<file path="src/rtl/alu_result_fifo.sv">
// Capture FIFO for SHIFT_UNIT results, tagged with ALU_FUN; optional DROP_CNT via ALU_RESULT_FIFO_DROP_CNT_EN.
// Latency: one cycle from write to FWFT head; OUT_* driven only from registered state.
// Backpressure: none upstream; a write while full with no pop is dropped and sets sticky OVF.
module alu_result_fifo #(
   parameter int WIDTH = 4,
   parameter int DEPTH = 4,
   parameter int FUN_W = 2
) (
   input  logic                      CLK,
   input  logic                      RST,
   input  logic signed [WIDTH-1:0]   IN_DATA,
   input  logic        [FUN_W-1:0]   IN_FUN,
   input  logic                      IN_Valid,
   output logic signed [WIDTH-1:0]   OUT_DATA,
   output logic        [FUN_W-1:0]   OUT_FUN,
   output logic                      OUT_Valid,
   input  logic                      OUT_Ready,
   output logic                      FULL,
   output logic                      EMPTY,
   output logic [$clog2(DEPTH):0]    COUNT,
   output logic                      OVF,
   input  logic                      OVF_CLR
`ifdef ALU_RESULT_FIFO_DROP_CNT_EN
   ,
   output logic [7:0]                DROP_CNT
`endif
);

   localparam int AW = $clog2(DEPTH);
   localparam logic [AW:0] CNT_FULL = (AW+1)'(DEPTH);

   typedef struct packed {
      logic        [FUN_W-1:0] fun;
      logic signed [WIDTH-1:0] data;
   } entry_t;

   entry_t          mem [DEPTH];
   logic [AW-1:0]   wr_ptr;
   logic [AW-1:0]   rd_ptr;
   logic            pop;
   logic            push;
   logic            drop;
   entry_t          head;

   assign EMPTY     = (COUNT == '0);
   assign FULL      = (COUNT == CNT_FULL);
   assign OUT_Valid = !EMPTY;

   assign pop  = OUT_Valid & OUT_Ready;
   assign push = IN_Valid & (!FULL | pop);
   assign drop = IN_Valid & FULL & !pop;

   assign head     = mem[rd_ptr];
   assign OUT_DATA = EMPTY ? '0 : head.data;
   assign OUT_FUN  = EMPTY ? '0 : head.fun;

   // Storage is deliberately unreset; EMPTY masks stale contents at the output.
   always_ff @(posedge CLK) begin
      if (push) begin
         mem[wr_ptr] <= '{fun: IN_FUN, data: IN_DATA};
      end
   end

   always_ff @(posedge CLK) begin
      if (RST) begin
         wr_ptr <= '0;
         rd_ptr <= '0;
         COUNT  <= '0;
      end else begin
         if (push) wr_ptr <= wr_ptr + 1'b1;
         if (pop)  rd_ptr <= rd_ptr + 1'b1;
         COUNT <= COUNT + {{AW{1'b0}}, push} - {{AW{1'b0}}, pop};
      end
   end

   // A drop in the same cycle as a clear must still be reported.
   always_ff @(posedge CLK) begin
      if (RST) begin
         OVF <= 1'b0;
      end else if (drop) begin
         OVF <= 1'b1;
      end else if (OVF_CLR) begin
         OVF <= 1'b0;
      end
   end

`ifdef ALU_RESULT_FIFO_DROP_CNT_EN
   always_ff @(posedge CLK) begin
      if (RST) begin
         DROP_CNT <= 8'd0;
      end else if (drop) begin
         if (OVF_CLR) begin
            DROP_CNT <= 8'd1;
         end else if (DROP_CNT != 8'hFF) begin
            DROP_CNT <= DROP_CNT + 8'd1;
         end
      end else if (OVF_CLR) begin
         DROP_CNT <= 8'd0;
      end
   end
`endif

endmodule

</file>
<file path="config.mk">
export PLATFORM = sky130hd
export DESIGN_NAME = alu_result_fifo
export DESIGN_NICKNAME = d
export VERILOG_FILES = /design/src/rtl/alu_result_fifo.sv
export SDC_FILE = /design/constraint.sdc
export NUM_CORES = 1
export LEC_CHECK = 0
export ABC_AREA = 1
export CAP_MARGIN = 15
export CORE_MARGIN = 5
export CORE_UTILIZATION = 45
export DETAILED_ROUTE_END_ITERATION = 8
export PLACE_DENSITY = 0.69
export SYNTH_ARGS = -nofsm -noshare
export SYNTH_HDL_FRONTEND = slang
export SYNTH_SLANG_ARGS = --single-unit
</file>
<file path="constraint.sdc">
create_clock -name CLK -period 2.2 [get_ports CLK]
set_input_delay 0.22 -clock CLK [delete_from_list [all_inputs] [get_ports CLK]]
set_output_delay 0.22 -clock CLK [all_outputs]
set_load 0.02 [all_outputs]
</file>
# ---- Yosys cells after proc, flatten, opt, wreduce, memory -nomap -nowiden
# Memories as Yosys holds them, arrays and structs flattened. A register that Yosys moved wholly into a read port is not among the register bits.
# Index checks and enable logic that the tools add are counted.
dict set report classes {
  add_sub_neg 4
  mul 0
  div_mod_pow 0
  order_cmp 0
  eq_ne 1
  shift 0
  muxes 8
  bitwise 5
  reduce_logical 5
}
# op n
set ops {}
lappend ops {{$mux 2} 3}
lappend ops {{$add 2x1->2 const B} 2}
lappend ops {{$and 1x1->1} 4}
lappend ops {{$mux 1} 4}
lappend ops {{$mux 4} 1}
lappend ops {{$add 3x1->3} 1}
lappend ops {{$eq 3x3->1 const B} 1}
lappend ops {{$logic_not 1->1} 3}
lappend ops {{$logic_not 3->1} 1}
lappend ops {{$sub 3x1->3} 1}
lappend ops {{$reduce_bool 2->1} 1}
lappend ops {{$or 1x1->1} 1}
dict set report word_totals {
  ff_bits 8
  latch_bits 0
  ram_bits 24
  mem_bits_ro 0
  input_bits 11
  word_cells 28
  mem_count 1
}
# name words width read_ports rd_ports_with_merged_regs write_ports line
set mem_list {}
lappend mem_list {mem 4 6 1 1 1 37} ;# entry_t mem [DEPTH];

# ---- Depth between registers and ports, before layout
# Gate-level depths: netlist of the first run.
dict set report depth {
  depth_word 7
  ltp_mapped 9
  depth_no_buf 9
}

# ---- Worst setup path before layout of the first run
# No wires, ideal clock.
dict set report synth_timing {
  path_type {reg-to-reg}
  startpoint {register COUNT[2]}
  endpoint {register COUNT[1]}
  setup_ns 0.124
  arrival_time_ns 1.686
  required_ns 2.076
  slack_ns 0.390
  stages_incl_launch_ff 10
  synth_period_minus_slack_ns 1.810
  cell_sequence {dfxtp_1 -> inv_2 -> nand2_4 -> nand2_4 -> or2_4 -> nand2_2 -> ha_1 -> fa_1 -> inv_1 -> nor2_1}
}
dict set report synth_via {
  elab_chain_len 7
  elab_cells_between_ends 9
}
# item line
set synth_lines {}
lappend synth_lines {{start, declared} 20} ;# output logic [$clog2(DEPTH):0] COUNT,
lappend synth_lines {{start signal, assigned} 72} ;# COUNT <= COUNT + {{AW{1'b0}}, push} - {{AW{1'b0}}, pop};
lappend synth_lines {{$logic_not 3->1 (*)} 45} ;# assign EMPTY = (COUNT == '0);
lappend synth_lines {{$logic_not 1->1 (*)} 47} ;# assign OUT_Valid = !EMPTY;
lappend synth_lines {{net OUT_Valid} 16} ;# output logic OUT_Valid,
lappend synth_lines {{$and 1x1->1 (*)} 49} ;# assign pop = OUT_Valid & OUT_Ready;
lappend synth_lines {{$or 1x1->1} 50} ;# assign push = IN_Valid & (!FULL | pop);
lappend synth_lines {{$and 1x1->1} 50}
lappend synth_lines {{$add 3x1->3} 72}
lappend synth_lines {{$sub 3x1->3 (*)} 72}
# The timed path passes the listed nets; every way through them passes the cells marked *.
# A chain may end at the register's enable or synchronous reset.

# ---- Worst setup path after layout of the first run
dict set report layout_timing {
  startpoint {register COUNT[1]}
  endpoint {output port EMPTY}
}
dict set report layout_via {
  elab_chain_len 1
}
# item line
set layout_lines {}
lappend layout_lines {{$logic_not 3->1} 45}
lappend layout_lines {{end, declared} 19} ;# output logic EMPTY,
# No other way between the ends.

==> results.py, run 1 <==
metrics = {
    "critical_path": {
        "cpPeakStageDelay_ns": 0.66,
        "cp_num_cells": 4,
        "slowest_stage": "clkdlybuf4s50_1",
        "critPathMaxFanout": 7,
        "cp_top_family": "buffers and inverters",
        "cp.required_ns": 1.98,
        "critPathCaptureType": "output port",
        "cp.arrival_ns": 1.82,
        "crit_chain": "nor2_4, nand2_4, inv_1, clkdlybuf4s50_1",
        "critical_path_class": "reg -> out",
        "reg2regPathDepth": 9,
        "path_buf_inv": 2,
        "start_kind": "flip-flop",
    },
    "clocking": {
        "cts.path.max_buffers": 2,
        "post_cts_buffers": 0,
        "cts-root-buf": "clkbuf_4",
        "cts_made_buffers": 5,
        "clock_latency_ns": 0.32,
        "cts_resized": 2,
        "tritoncts": "built",
        "cts_hold_buf": 0,
        "clock-sinks": 34,
        "cts_max_level": 2,
        "clk_pin_slew_worst_paths_ns": 0.09,
    },
    "global_route": {
        "grt_max_degree": 13,
        "grt_pass1_wl_mm": 4.30,
        "grt_pass1_vias": 961,
        "antenna_found_initial": 0,
        "grt_remaining_overflow": 0,
        "grt_use_total": 0.133,
    },
    "timing": {
        "postLayoutSetupSlackWorst_ns": 0.160,
        "rsz0062_at_grt": "false",
        "min_period_over_period": 0.927,
        "slew_headroom": 0.801,
        "finalCriticalPeriod_ns": 2.04,
        "setup-violations-final": 0,
        "drv_slew": 0,
        "max_slew.worst_pin.slew_ns": 0.298,
        "fmax_ghz": 0.490,
        "finClkSkew_ns": 0.00745,
        "setup_tns_ns": 0,
        "hold_ws_ns": 0.467,
        "hold_viol": 0,
    },
    "die": {
        "initial_core_util": 0.479,
        "core_um2": 3100,
        "num_io_pins": 24,
        "dieArea_um2": 4560,
        "die_x_um": 67.5,
        "die_h_um": 67.5,
        "placementRows": 20,
    },
    "drt": {
        "first_pass_iters": 4,
        "ant_nets": 0,
        "drc": 0,
        "wl_mm": 2.58,
        "drtIter0Drc": 29,
        "viasPerCell": 4.64,
        "vias": 1029,
        "drt-wirelength-per-cell_um": 11.6,
    },
    "logic_synthesis": {
        "synth.distinct_cells": 22,
        "syn_inst": 146,
        "post-synth-top-area-cell": "edfxtp_1",
        "synthXorXnorAreaFrac": 0.00589,
        "synthSimpleGateAreaFrac": 0.177,
        "yosys.area_share.adder": 0.0555,
        "synth_top_area_frac": 0.484,
        "synth-compound-area-share": 0.0807,
        "syn_area_per_cell_um2": 10.2,
        "ys_ff_latch": 34,
        "synth_seq_area_share": 0.619,
        "synth_area_um2": 1490,
        "synth_fp_nets": 163,
        "synth_warnings": 0,
        "synth.area.mux_share": 0,
        "synth_top_family_by_area": "simple AND/OR/NAND/NOR gates",
        "yosys-top-cells-area": "edfxtp_1 (48%), dfxtp_1 (13%), nor2_1 (8.6%), inv_1 (4.5%), ha_1 (4.2%)",
    },
    "hold_path": {
        "hold-path-cell-count": 2,
        "hold_path_class": "reg -> reg",
    },
    "power": {
        "p_int_uw": 1300,
        "seq_power_share": 0.406,
        "total_power_uw": 2090,
        "p_switching_uw": 795,
        "ir_worst_vdd_v": 0.000730,
        "p_comb_frac": 0.453,
        "clock_power_share": 0.141,
        "powerDensity_nw_per_um2": 1130,
        "switching_share": 0.380,
        "cellLeakagePower_uw": 0.000800,
    },
    "final_layout": {
        "layout-drive-gt1-share": 0.112,
        "area_growth_pct": 24.8,
        "n_antenna_cell": 0,
        "finalNetCount": 194,
    },
    "placed_design": {
        "routabilityCongestion": 0.786,
        "dp_slack_ns": 0.138,
        "hpwl_mm": 1.97,
        "port_buffers": 23,
    },
    "run": {
        "maxCapViolations": 0,
    },
    "run_status": {
        "outcome": "finished clean",
    },
}
[cells in the mapped netlist]
cell type and n:
clkbuf_1 1, a21oi_1 12, o21ai_0 12, nand2_2 1
nand2_1 12, clkbuf_2 1, ha_1 5, inv_1 18
xor2_1 1, edfxtp_1 24, buf_2 1, or2_4 1
dfxtp_1 10, buf_4 1, nand4_1 1, nor2_4 1
fa_1 1, nand2_4 2, nand3_2 1, nor2_1 34
inv_2 1, nand3_1 5
[cell type report]
| class | count | area, um2 |
|---|---|---|
| sequential | 34 | 923 |
| multi-input combinational | 89 | 474 |
| clock inverter | 2 | 8.76 |
| clock buffer | 6 | 41.3 |
| inverter | 19 | 71.3 |
| timing repair buffer | 28 | 283 |
| tap | 44 | 55.1 |
| fill | 276 | 1250 |
[state kept, by name (all words and copies together), names as in the netlist, named ones only]
signal and cells:
mem 24, COUNT 3, rd_ptr 2, wr_ptr 2
OVF 1
[cell families (layout without fill, tap and decap cells)]
logic type | count (synthesis) | count (layout)
flip-flops | 34 | 34
AO/OA/AOI/OAI | 24 | 24
buffers and inverters | 23 | 55
adder cells (fa/ha/maj) | 6 | 6
AND/OR/NAND/NOR | 58 | 58
XOR/XNOR | 1 | 1
[final timing paths]
path	from	endpoint	slack, ns
setup / recovery	COUNT[1]	EMPTY	0.16
hold / removal	OVF	OVF	0.47
setup reg to reg	COUNT[1]	COUNT[2]	0.43
hold reg to reg	OVF	OVF	0.47
[metal layers]
metal | track usage | vias up | part of all wire
met3 | 0.0383 | 4 | 0.062
met2 | 0.227 | 27 | 0.52
met5 | 0 | - | 0
met1 | 0.147 | 459 | 0.40
met4 | 0.0759 | 0 | 0.016
li1 | - | 539 | -
[through the flow]
step | util | cells | cell area, um2
after floorplan | - | 146 | 1490
after global routing | 0.598 | 222 | 1860
after detailed placement | 0.577 | 214 | 1790
after global placement | 0.577 | 214 | 1790
after CTS | 0.594 | 222 | 1840
final | 0.598 | 222 | 1860
[worst min-delay path: cells and delay by family (launching register included)]
kind	cells	cell delay [ns]
compound gates	1	0.05
simple gates	1	0.06
flops	1	0.32
[cells in the final DEF (no fill, tap or decap), drive strengths merged]
| cell | n |
|---|---|
| nor2 | 35 |
| edfxtp | 24 |
| xor2 | 1 |
| a21oi | 12 |
| or2 | 1 |
| clkbuf | 6 |
| inv | 19 |
| nand2 | 15 |
| dfxtp | 10 |
| ha | 5 |
| dlymetal6s2s | 6 |
| buf | 5 |
| clkdlybuf4s50 | 17 |
| nand4 | 1 |
| clkinv | 2 |
| nand3 | 6 |
| o21ai | 12 |
| fa | 1 |
[power by group through the flow]
stage / Clock [uW] / Sequential [uW] / Combinational (uW)
floorplan: 0 / 874 / 565
global placement: 0 / 860 / 957
detailed placement: 0 / 863 / 975
CTS: 310 / 850 / 977
global route: 349 / 866 / 1050
finish: 295 / 849 / 947
(Power assumes the default switching activity.)
==> inputs of run 2 (changes only) <==
- clock period: 2.2 -> 2.3 ns (I/O delays scaled with it)
==> run 2 against run 1 <==
Final cell count is the same. Die area stayed put. Setup slack improved by 0.0021 ns. Combinational power shrank 3.7%. Sequential share of layout area grew 0.37 points. Count of clock-buffer cells in the layout is the same. Clock power barely moved. Worst hold slack better by 0.012 ns. Clock skew up 0.0019 ns. Core utilization is 0.28 points lower. Critical path type unchanged. Highest routed layer unchanged.
==> results.py, run 2 (synthesis results as in run 1) <==
metrics = {
    "final_layout": {
        "top_register": "mem",
        "post-route-cell-area_um2": 1850,
        "finalNetCount": 194,
        "seq_area_um2": 926,
        "n_antenna_cell": 0,
        "layout-drive-gt1-share": 0.118,
        "final_cell_mix": "nor2_1 (34), edfxtp_1 (24), clkdlybuf4s50_1 (23), inv_1 (17)",
        "n_fill_cell": 288,
        "reg.largest.list": "mem (24), COUNT (3)",
        "largest_reg_flops": 24,
        "multi_input_area_um2": 474,
        "area_growth_pct": 24.2,
        "layoutNonFillerInstCount": 222,
        "final_common_cell": "nor2_1",
    },
    "global_route": {
        "antenna_found_initial": 0,
        "grt_remaining_overflow": 0,
        "grt_pass1_wl_mm": 4.40,
        "grt.met2_usage": 0.230,
        "grt_max_degree": 14,
        "met1_usage": 0.149,
        "grt_use_met3": 0.0449,
        "grt_use_total": 0.138,
        "grt_pass1_vias": 961,
        "busiest_layer": "met2",
    },
    "drt": {
        "ant_nets": 0,
        "drc": 0,
        "vias": 1021,
        "first_pass_iters": 4,
        "drt-wirelength-per-cell_um": 12.0,
        "drtIter0Drc": 39,
        "wl_mm": 2.66,
        "viasPerCell": 4.60,
    },
    "clocking": {
        "cts_hold_buf": 0,
        "tritoncts": "built",
        "cts-root-buf": "clkbuf_4",
        "cts.path.max_buffers": 2,
        "cts_max_level": 2,
        "clk_pin_slew_worst_paths_ns": 0.10,
        "cts_made_buffers": 5,
        "clock-sinks": 34,
        "post_cts_buffers": 0,
        "clock_latency_ns": 0.33,
    },
    "placed_design": {
        "routabilityCongestion": 0.781,
        "port_buffers": 23,
        "place_area_um2": 1780,
        "dp_cells": 213,
        "hpwl_mm": 1.94,
    },
    "timing": {
        "hold_viol": 0,
        "hold_ws_ns": 0.479,
        "setup_tns_ns": 0,
        "slew_headroom": 0.820,
        "setup-violations-final": 0,
        "rsz0062_at_grt": "false",
        "drv_slew": 0,
        "fmax_ghz": 0.468,
        "max_slew.worst_pin.slew_ns": 0.270,
        "min_period_over_period": 0.929,
        "finalCriticalPeriod_ns": 2.14,
        "finClkSkew_ns": 0.00939,
    },
    "power": {
        "p_switching_uw": 789,
        "clock_power_share": 0.145,
        "seq_power_share": 0.408,
        "ir_worst_vdd_v": 0.000812,
        "powerDensity_nw_per_um2": 1100,
        "cellLeakagePower_uw": 0.000709,
        "total_power_uw": 2040,
        "p_int_uw": 1250,
        "p_comb_frac": 0.447,
        "switching_share": 0.387,
    },
    "die": {
        "die_x_um": 67.5,
        "dieArea_um2": 4560,
        "core_um2": 3100,
        "placementRows": 20,
        "die_h_um": 67.5,
        "num_io_pins": 24,
        "initial_core_util": 0.479,
    },
    "critical_path": {
        "start_kind": "flip-flop",
        "critPathCaptureType": "output port",
        "cp.required_ns": 2.07,
        "critPathMaxFanout": 7,
        "cp.arrival_ns": 1.91,
        "critical_path_class": "reg -> out",
    },
    "hold_path": {
        "hold_path_class": "reg -> reg",
    },
    "run": {
        "maxCapViolations": 0,
    },
    "run_status": {
        "outcome": "finished clean",
    },
}
run 2: cell count changes in the layout (fill, tap and decap cells not counted), sizes merged:
cell	previous run	this run
buf	5	4
clkinvlp	0	2
dlymetal6s2s	6	0
clkdlybuf4s50	17	23
inv	19	18
run 2: worst max-delay path, cell delays in order (launching register included):
cell	delay, ns
dfxtp_1	0.43
inv_2	0.07
nand2_4	0.10
inv_1	0.14
a21oi_1	0.18
clkdlybuf4s50_1	0.64
run 2: power by group through the flow:
stage	registers, uW	clock network, uW	logic [uW]
after floorplan	836	0	541
after global placement	832	0	897
after detailed placement	837	0	911
after CTS	825	309	913
after global routing	849	342	1010
final	833	296	912
run 2: layout make-up:
| class | instances | area share |
|---|---|---|
| clock buffer | 6 | 0.0223 |
| multi-input combinational | 89 | 0.257 |
| timing repair buffer | 27 | 0.141 |
| timing repair inverter | 1 | 0.00406 |
| sequential | 34 | 0.501 |
| inverter | 19 | 0.0406 |
| clock inverter | 2 | 0.00474 |
| tap | 44 | 0.0298 |
run 2: what timing repair did:
action	4_1_cts	5_1_grt
endpoints found under the setup margin	6	6
gates cloned	0	1
hold endpoints to repair	0	0
gates resized for setup	1	4
run 2: path summary, 6_finish.rpt:
path         startpoint         end  slack [ns]  cells after the start
max            COUNT[2]  OUT_FUN[0]        0.16                      5
min                 OVF         OVF        0.48                      2
max reg2reg    COUNT[1]    COUNT[2]        0.56                      9
min reg2reg         OVF         OVF        0.48                      2
run 2: metal layers:
metal | part of all wire | up-vias
met5 | 0 | -
met4 | 0.026 | 0
met3 | 0.058 | 7
met2 | 0.50 | 20
met1 | 0.42 | 454
li1 | - | 540
run 2: stage by stage:
stage	setup WS (ns)	util
after floorplan	0.490	-
after global placement	0.268	0.574
after detailed placement	0.239	0.574
after CTS	0.00416	0.591
after global routing	0.00735	0.596
final	0.162	0.596
==> inputs of run 3 (changes only) <==
--- a/config.mk
+++ b/config.mk
@@ -13,2 +13,3 @@
 export PLACE_DENSITY = 0.69
+export SKIP_CTS_REPAIR_TIMING = 1
 export SYNTH_ARGS = -nofsm -noshare
--- a/constraint.sdc
+++ b/constraint.sdc
@@ -3,2 +3,2 @@
 set_output_delay 0.23 -clock CLK [all_outputs]
-set_load 0.02 [all_outputs]
+set_load 0.05 [all_outputs]
==> run 3 against run 2 <==
Final area rose by 0.27%. Worst hold slack improved by 0.011 ns. First-iteration DRC count fell by 33%. Combinational power rose by 33%. Final cell count rose by 1.4%. Routed wire length rose by 0.15%. Critical path depth fell by 1. Critical path type unchanged. Largest power group unchanged. Highest routed layer unchanged.
==> results.py, run 3 (synthesis results as in run 1) <==
metrics = {
    "critical_path": {
        "r2r_slack_ns": 0.52,
        "cp.arrival_ns": 1.76,
        "reg2regPathDepth": 9,
        "start_kind": "flip-flop",
        "cp.required_ns": 2.07,
        "slowest_stage": "clkdlybuf4s50_1",
        "cpPeakStageDelay_ns": 0.80,
        "r2r_start": "COUNT[1]",
        "crit_chain": "inv_1, nand2_1, nor2_1, clkdlybuf4s50_1",
        "critical_path_class": "reg -> out",
        "critPathMaxFanout": 4,
        "r2r_end": "COUNT[2]",
        "critPathCaptureType": "output port",
        "crit_path_start": "COUNT[1]",
        "cp_top_family": "buffers and inverters",
        "path_buf_inv": 2,
    },
    "die": {
        "dieArea_um2": 4560,
        "die_h_um": 67.5,
        "num_io_pins": 24,
        "die_x_um": 67.5,
        "placementRows": 20,
        "initial_core_util": 0.479,
        "core_um2": 3100,
    },
    "placed_design": {
        "hpwl_mm": 2.04,
        "port_buffers": 23,
        "routabilityCongestion": 0.786,
        "place_area_um2": 1800,
    },
    "final_layout": {
        "n_antenna_cell": 0,
        "area_growth_pct": 24.6,
        "top_register": "mem",
        "multi_input_area_um2": 474,
        "finalNetCount": 197,
        "largest_reg_flops": 24,
        "final_common_cell": "nor2_1",
        "final_cell_mix": "nor2_1 (34), edfxtp_1 (24), inv_1 (18), clkdlybuf4s50_1 (16), buf_4 (13)",
        "seq_area_um2": 921,
        "reg.largest.list": "mem (24), COUNT (3)",
        "final_util": 0.597,
        "layout-drive-gt1-share": 0.138,
        "post-route-cell-area_um2": 1850,
        "n_fill_cell": 288,
    },
    "global_route": {
        "grt_max_degree": 11,
        "grt_remaining_overflow": 0,
        "grt_use_total": 0.142,
        "grt_pass1_vias": 1069,
        "antenna_found_initial": 0,
        "grt_pass1_wl_mm": 4.66,
    },
    "clocking": {
        "cts.path.max_buffers": 2,
        "cts_max_level": 2,
        "cts_made_buffers": 5,
        "cts-root-buf": "clkbuf_4",
        "tritoncts": "built",
        "clock_latency_ns": 0.31,
        "clk_pin_slew_worst_paths_ns": 0.09,
        "clock-sinks": 34,
    },
    "run_status": {
        "outcome": "finished clean",
    },
    "timing": {
        "finClkSkew_ns": 0.00359,
        "hold_ws_ns": 0.490,
        "slew_headroom": 0.653,
        "rsz0062_at_grt": "false",
        "finalCriticalPeriod_ns": 1.99,
        "max_slew.worst_pin.slew_ns": 0.518,
        "fmax_ghz": 0.502,
        "setup-violations-final": 0,
        "setup_tns_ns": 0,
        "drv_slew": 0,
        "min_period_over_period": 0.866,
        "hold_viol": 0,
    },
    "run": {
        "maxCapViolations": 0,
    },
    "drt": {
        "ant_nets": 0,
        "vias": 1064,
        "drtIter0Drc": 26,
        "first_pass_iters": 4,
        "wl_mm": 2.67,
        "drc": 0,
        "viasPerCell": 4.73,
        "drt-wirelength-per-cell_um": 11.9,
    },
    "hold_path": {
        "hold_start": "OVF",
        "hold-path-cell-count": 2,
        "min_to": "OVF",
        "hold_path_class": "reg -> reg",
    },
    "power": {
        "cellLeakagePower_uw": 0.000755,
        "total_power_uw": 2310,
        "powerDensity_nw_per_um2": 1250,
        "ir_worst_vdd_v": 0.000839,
    },
}
[run 3: worst min-delay path: stages, from the launching register on]
cell	delay [ns]
dfxtp_1	0.32
nand2_1	0.07
a21oi_1	0.06
[run 3: worst max-delay path by stage]
| stage | end | slack (ns) | cells after the start |
|---|---|---|---|
| 5_1_grt | FULL | 0.14 | 4 |
| 4_1_cts | OUT_FUN[0] | -0.02 | 5 |
| 2_1_floorplan | OUT_DATA[0] | -0.09 | 4 |
| 3_3_place_gp | COUNT[2] | 0.26 | 9 |
| 6_report | FULL | 0.31 | 4 |
| 3_5_place_dp | COUNT[2] | 0.20 | 9 |
[run 3: power by group]
| part | leakage (uW) | switching (uW) | internal, uW |
|---|---|---|---|
| clock network | 0.0000265 | 167 | 122 |
| registers | 0.000302 | 69.9 | 738 |
| logic | 0.000426 | 827 | 387 |
| total | 0.000755 | 1060 | 1250 |
[run 3: area by class of cell]
cell class / instances / share of cell area
well taps: 44 / 0.0297
inverters: 19 / 0.0385
clock buffers: 8 / 0.0263
multi-input cells: 89 / 0.256
flip-flops and latches: 34 / 0.497
repair buffers: 31 / 0.153
[run 3: per-stage QoR]
stage | worst slack, ns | instances
detailed placement | 0.204 | 217
global route | 0.144 | 225
finish | 0.309 | 225
global placement | 0.260 | 217
CTS | -0.0247 | 225
floorplan | -0.0923 | 146
[run 3: metal layers]
metal | vias up | global-route usage | wire length (um)
met5 | - | 0 | 0
met4 | 0 | 0.0785 | 14
met3 | 2 | 0.0466 | 148
met2 | 25 | 0.243 | 1430
met1 | 492 | 0.153 | 1070
li1 | 545 | - | -
